--- src/rtl/bus_arbiter.sv ---
// -----------------------------------------------------------------------------
// bus_arbiter
//
// Shares one serial system bus between NUM_MASTERS master ports. Requests are
// collected from mbreq, a registered one-hot grant is issued on mbgrant and
// msel steers the bus mux. Split transactions are supported: a split slave
// pulses ssplit to park the current owner (flagged on msplit) and free the bus.
// The parked owner is re-granted ahead of everyone else once the slave pulses
// sready.
//
// Optional feature macro: ROUND_ROBIN_EN
//   undefined : fixed priority, lowest index wins
//   defined   : rotating priority starting at rr_ptr, updated on fresh grants
//
// Ports
//   clk         in   system clock, all state on rising edge
//   rstn        in   asynchronous active-low reset
//   mbreq       in   per-master request, level, held for the whole transaction
//   mbgrant     out  one-hot (or zero) registered grant
//   msplit      out  one-hot (or zero) "parked by split slave"
//   msel        out  index of current/last owner
//   bus_busy    out  high while any grant is asserted
//   ssplit      in   slave split request, 1-cycle pulse in the data phase
//   sready      in   split slave ready to resume, 1-cycle pulse
//   dbg_state_o out  FSM state (0 = IDLE, 1 = BUSY)
//
// Handshake: a master owns the bus from the cycle mbgrant[i] is seen high until
// it drops mbreq[i]; the grant falls on the next edge and at least one IDLE
// cycle with no grant separates consecutive owners.
// -----------------------------------------------------------------------------
module bus_arbiter #(
   parameter int NUM_MASTERS = 2,
   parameter int MSEL_WIDTH  = 1
) (
   input  logic                   clk,
   input  logic                   rstn,
   input  logic [NUM_MASTERS-1:0] mbreq,
   output logic [NUM_MASTERS-1:0] mbgrant,
   output logic [NUM_MASTERS-1:0] msplit,
   output logic [MSEL_WIDTH-1:0]  msel,
   output logic                   bus_busy,
   input  logic                   ssplit,
   input  logic                   sready,
   output logic                   dbg_state_o
);

   typedef enum logic {
      IDLE = 1'b0,
      BUSY = 1'b1
   } state_e;

   state_e                 state_q, state_d;
   logic [NUM_MASTERS-1:0] grant_q, grant_d;
   logic [NUM_MASTERS-1:0] msplit_q, msplit_d;
   logic [MSEL_WIDTH-1:0]  msel_q, msel_d;
   logic                   split_pend_q, split_pend_d;
   logic                   split_rdy_q, split_rdy_d;
   logic [MSEL_WIDTH-1:0]  split_own_q, split_own_d;

   logic                   pend_live;   // split pending and owner still requesting
   logic [NUM_MASTERS-1:0] split_mask;
   logic [NUM_MASTERS-1:0] elig;
   logic                   found;
   logic [MSEL_WIDTH-1:0]  winner;

   // A pending split whose owner has dropped its request is abandoned; only a
   // live split masks its owner out of fresh arbitration.
   always_comb begin
      pend_live  = split_pend_q && mbreq[split_own_q];
      split_mask = '0;
      if (pend_live) split_mask[split_own_q] = 1'b1;
      elig = mbreq & ~split_mask;
   end

`ifdef ROUND_ROBIN_EN
   logic [MSEL_WIDTH-1:0]    rr_ptr_q, rr_ptr_d;
   logic [2*NUM_MASTERS-1:0] elig_dbl;

   // Rotate the eligible vector so bit 0 corresponds to rr_ptr, take the
   // lowest set bit, then map back to an absolute index modulo NUM_MASTERS.
   always_comb begin
      int sum;
      sum      = 0;
      found    = 1'b0;
      winner   = '0;
      elig_dbl = {elig, elig} >> rr_ptr_q;
      for (int i = 0; i < NUM_MASTERS; i++) begin
         if (!found && elig_dbl[i]) begin
            found = 1'b1;
            sum   = int'(rr_ptr_q) + i;
            if (sum >= NUM_MASTERS) sum = sum - NUM_MASTERS;
            winner = MSEL_WIDTH'(sum);
         end
      end
   end
`else
   always_comb begin
      found  = |elig;
      winner = '0;
      for (int i = NUM_MASTERS - 1; i >= 0; i--) begin
         if (elig[i]) winner = MSEL_WIDTH'(i);
      end
   end
`endif

   always_comb begin
      state_d      = state_q;
      grant_d      = grant_q;
      msplit_d     = msplit_q;
      msel_d       = msel_q;
      split_pend_d = split_pend_q;
      split_rdy_d  = split_rdy_q;
      split_own_d  = split_own_q;
`ifdef ROUND_ROBIN_EN
      rr_ptr_d     = rr_ptr_q;
`endif

      // sready only counts against a split already pending; a simultaneous
      // ssplit wins and the ready pulse is lost.
      if (sready && split_pend_q && !ssplit) split_rdy_d = 1'b1;

      case (state_q)
         IDLE: begin
            if (split_pend_q && !pend_live) begin
               split_pend_d          = 1'b0;
               split_rdy_d           = 1'b0;
               msplit_d[split_own_q] = 1'b0;
            end
            if (pend_live && split_rdy_q) begin
               grant_d               = '0;
               grant_d[split_own_q]  = 1'b1;
               msplit_d[split_own_q] = 1'b0;
               msel_d                = split_own_q;
               split_pend_d          = 1'b0;
               split_rdy_d           = 1'b0;
               state_d               = BUSY;
            end else if (found) begin
               grant_d         = '0;
               grant_d[winner] = 1'b1;
               msel_d          = winner;
               state_d         = BUSY;
`ifdef ROUND_ROBIN_EN
               rr_ptr_d = (winner == MSEL_WIDTH'(NUM_MASTERS - 1)) ? '0 : winner + 1'b1;
`endif
            end
         end
         BUSY: begin
            if (ssplit) begin
               // One split slot: a second split only releases the bus.
               if (!split_pend_q) begin
                  split_pend_d     = 1'b1;
                  split_own_d      = msel_q;
                  msplit_d[msel_q] = 1'b1;
               end
               grant_d = '0;
               state_d = IDLE;
            end else if (!mbreq[msel_q]) begin
               grant_d = '0;
               state_d = IDLE;
            end
         end
         default: state_d = IDLE;
      endcase
   end

   always_ff @(posedge clk or negedge rstn) begin
      if (!rstn) begin
         state_q      <= IDLE;
         grant_q      <= '0;
         msplit_q     <= '0;
         msel_q       <= '0;
         split_pend_q <= 1'b0;
         split_rdy_q  <= 1'b0;
         split_own_q  <= '0;
`ifdef ROUND_ROBIN_EN
         rr_ptr_q     <= '0;
`endif
      end else begin
         state_q      <= state_d;
         grant_q      <= grant_d;
         msplit_q     <= msplit_d;
         msel_q       <= msel_d;
         split_pend_q <= split_pend_d;
         split_rdy_q  <= split_rdy_d;
         split_own_q  <= split_own_d;
`ifdef ROUND_ROBIN_EN
         rr_ptr_q     <= rr_ptr_d;
`endif
      end
   end

   assign mbgrant     = grant_q;
   assign msplit      = msplit_q;
   assign msel        = msel_q;
   assign bus_busy    = |grant_q;
   assign dbg_state_o = state_q;

endmodule

--- config.mk ---
export PLATFORM = sky130hd
export DESIGN_NAME = bus_arbiter
export DESIGN_NICKNAME = d
export VERILOG_FILES = /design/src/rtl/bus_arbiter.sv
export SDC_FILE = /design/constraint.sdc
export NUM_CORES = 1
export LEC_CHECK = 0
export CORE_AREA = 2 2 39 41
export CTS_CLUSTER_SIZE = 10
export DETAILED_ROUTE_END_ITERATION = 12
export DIE_AREA = 0 0 41 43
export GPL_TIMING_DRIVEN = 0
export PLACE_DENSITY_LB_ADDON = 0.3
export SLEW_MARGIN = 25
export SYNTH_ARGS = -nofsm -noshare
export SYNTH_HDL_FRONTEND = slang
export SYNTH_SLANG_ARGS = --single-unit
--- constraint.sdc ---
create_clock -name clk -period 1.53 [get_ports clk]
set_input_delay 0.306 -clock clk [delete_from_list [all_inputs] [get_ports clk]]
set_output_delay 0.306 -clock clk [all_outputs]
set_load 0.02 [all_outputs]
==> impl_metrics.ini <==
[run_status]
status = finished, final reports clean

[sta]
layout_min_cycle_time_ps = 1430
setup_viol = 0
drv_slew = 0
hold_viol = 0
clock_skew_ps = 4.56
rsz0062_at_grt = no
min_period_over_period_pct = 93.8
fin_tns_setup_ps = 0
fin_hold_ws_ps = 335
relSlewSlack_pct = 73.1
fmax_ghz = 0.697
tightest_slew_ps = 402

[clocking]
ctsResizeCount = 7
cts_hold_buffers = 0
cts_tree = built
cts.sinks = 9
cts-buffers-inserted = 3
root_buffer = clkbuf_4
htree_levels = 1
clk_pin_slew_ps = 60
cts_setup_buffers = 0
insertion_delay_ps = 260
clockBufferDepth = 2

[yosys]
synth_area_per_cell_um2 = 9.93
syn-cell-area_um2 = 477
syn_inst = 48
yosys_warnings = 0
post_synth_num_cell_types = 24
ys_seq_area_share_pct = 47.2
yosys_register_bits = 9
synth_nets = 54

[detailed_routing]
drc_errors = 0
drt_iter0_markers = 4
postRouteWirelength_um = 965
avgRoutedWirePerCell_um = 12.1
dr.pass1.iters = 4
ant_nets = 0
route.vias.total = 401
viasPerCell = 5.01

[die]
ioPinCount = 13
dieHeight_um = 43
core_mm2 = 0.00138
die_w_um = 41
die_area_mm2 = 0.00176
rows = 14
initial_core_util_pct = 34.4

[final_layout]
n_fill_cell = 143
instances_no_fill = 80
diodes = 0
drive_gt1_share_pct = 14.1
syn2layout_area_growth_pct = 34.4
nets = 71
finish.utilization_pct = 46.3

[grt]
grt_pass1_wl_um = 1660
antenna_found_initial = 0
overflow = 0
grt_pass1_vias = 391
gr-usage-all-layers_pct = 14.4
grt_max_degree = 10

[placed_design]
gp_congestion = 0.750
place.port_buffers = 12
hpwl_um = 740
dp.cells = 76

[worst_setup_path]
max_stage_delay_ps = 490
cp_slowest_cell = dfrtp_1
cp_data_arrival_time_ps = 1130
critPathKind = register to primary output
cp_max_fo = 9
path_cells = dlygate4sd2_1
cp_top_family = flip-flops
cp-end-kind = primary output
crit_required_ps = 1220
path_buf_inv = 1
startpoint_type = register

[power_and_ir_drop]
power.leakage_nw = 0.333
vdd_ir_drop_max_v = 0.000815
power_density_mw_per_mm2 = 2070
finalPower_mw = 1.32

[min_path]
hp-class = input pin to asynchronous set/reset pin

[flow_run]
drv_cap = 0
==> where the power goes <==
group | internal (mW) | switching, mW
clock | 0.101 | 0.0838
sequential | 0.354 | 0.122
combinational | 0.304 | 0.360
total | 0.758 | 0.566
==> per-stage QoR <==
step                      instance area (um^2)  setup WS, ps
after floorplan                            477           203
after global placement                     617          -131
after detailed placement                   617          -164
after CTS                                  639          2.82
after global routing                       641          12.1
final                                      641          95.6
==> cells in the final DEF, fill, tap and decap left out <==
cell type	instances
mux2i_1	3
dlymetal6s2s_1	3
inv_2	1
buf_4	1
clkdlybuf4s50_1	4
o211ai_1	1
dlygate4sd2_1	4
clkbuf_4	3
a21oi_1	2
clkbuf_1	1
nand3b_1	1
o21bai_1	1
a31oi_1	1
buf_2	1
inv_1	3
a21o_1	3
nand2_1	5
a221oi_2	1
or2_2	1
nand2b_1	1
mux2_1	1
nor3_2	1
and2b_1	1
nand3_1	1
o32ai_1	1
o21ai_0	3
a41oi_1	1
nor2_1	4
dfrtp_1	9
a32o_1	1
==> area by class of cell <==
| class | count | area, um^2 | share of cell area, % |
|---|---|---|---|
| buffer | 1 | 7.51 | 1.17 |
| clock buffer | 4 | 26.3 | 4.10 |
| inverter | 4 | 15.0 | 2.34 |
| multi-input combinational | 34 | 229 | 35.7 |
| sequential | 9 | 225 | 35.2 |
| tap | 16 | 20.0 | 3.13 |
| timing repair buffer | 12 | 118 | 18.4 |
==> logic make-up (layout without fill, tap and decap cells) <==
family | count (synthesis) | in the layout | synth area share [%]
compound gates | 15 | 15 | 23.4
simple gates | 15 | 15 | 16.0
flops | 9 | 9 | 47.2
buf+inv | 5 | 21 | 4.72
mux | 4 | 4 | 8.66
==> routing by layer <==
metal	track usage (%)	up-vias	part of all wire (%)
li1	-	208	-
met1	17.3	186	46
met2	20.6	5	49
met3	3.14	2	3.9
met4	12.0	0	0.93
met5	0	-	0
==> synthesized netlist by cell type <==
cell | instances | area, um^2
dfrtp_1 | 9 | 225
nand2_1 | 5 | 18.8
nor2_1 | 4 | 15.0
a21o_1 | 3 | 22.5
inv_1 | 3 | 11.3
mux2i_1 | 3 | 30.0
o21ai_0 | 3 | 15.0
a21oi_1 | 2 | 10.0
a221oi_2 | 1 | 15.0
a31oi_1 | 1 | 6.26
a32o_1 | 1 | 10.0
a41oi_1 | 1 | 8.76
and2b_1 | 1 | 7.51
buf_4 | 1 | 7.51
inv_2 | 1 | 3.75
mux2_1 | 1 | 11.3
nand2b_1 | 1 | 6.26
nand3_1 | 1 | 5.00
nand3b_1 | 1 | 7.51
nor3_2 | 1 | 10.0
o211ai_1 | 1 | 7.51
o21bai_1 | 1 | 7.51
o32ai_1 | 1 | 8.76
or2_2 | 1 | 6.26
==> final timing paths <==
kind	cells past startpoint	from	endpoint	slack (ps)
max	1	dbg_state_o$_DFF_PN0_	dbg_state_o	100
min	1	rstn	asynchronous set/reset pin	330
max reg2reg	4	msel$_DFFE_PN0P_	mbgrant[0]$_DFFE_PN0P_	210
min reg2reg	1	mbgrant[1]$_DFFE_PN0P_	mbgrant[1]$_DFFE_PN0P_	490
max in group asynchronous	1	rstn	mbgrant[0]$_DFFE_PN0P_	910
min in group clk	1	mbgrant[1]$_DFFE_PN0P_	mbgrant[1]$_DFFE_PN0P_	490
Power figures use the tool's default switching activity.
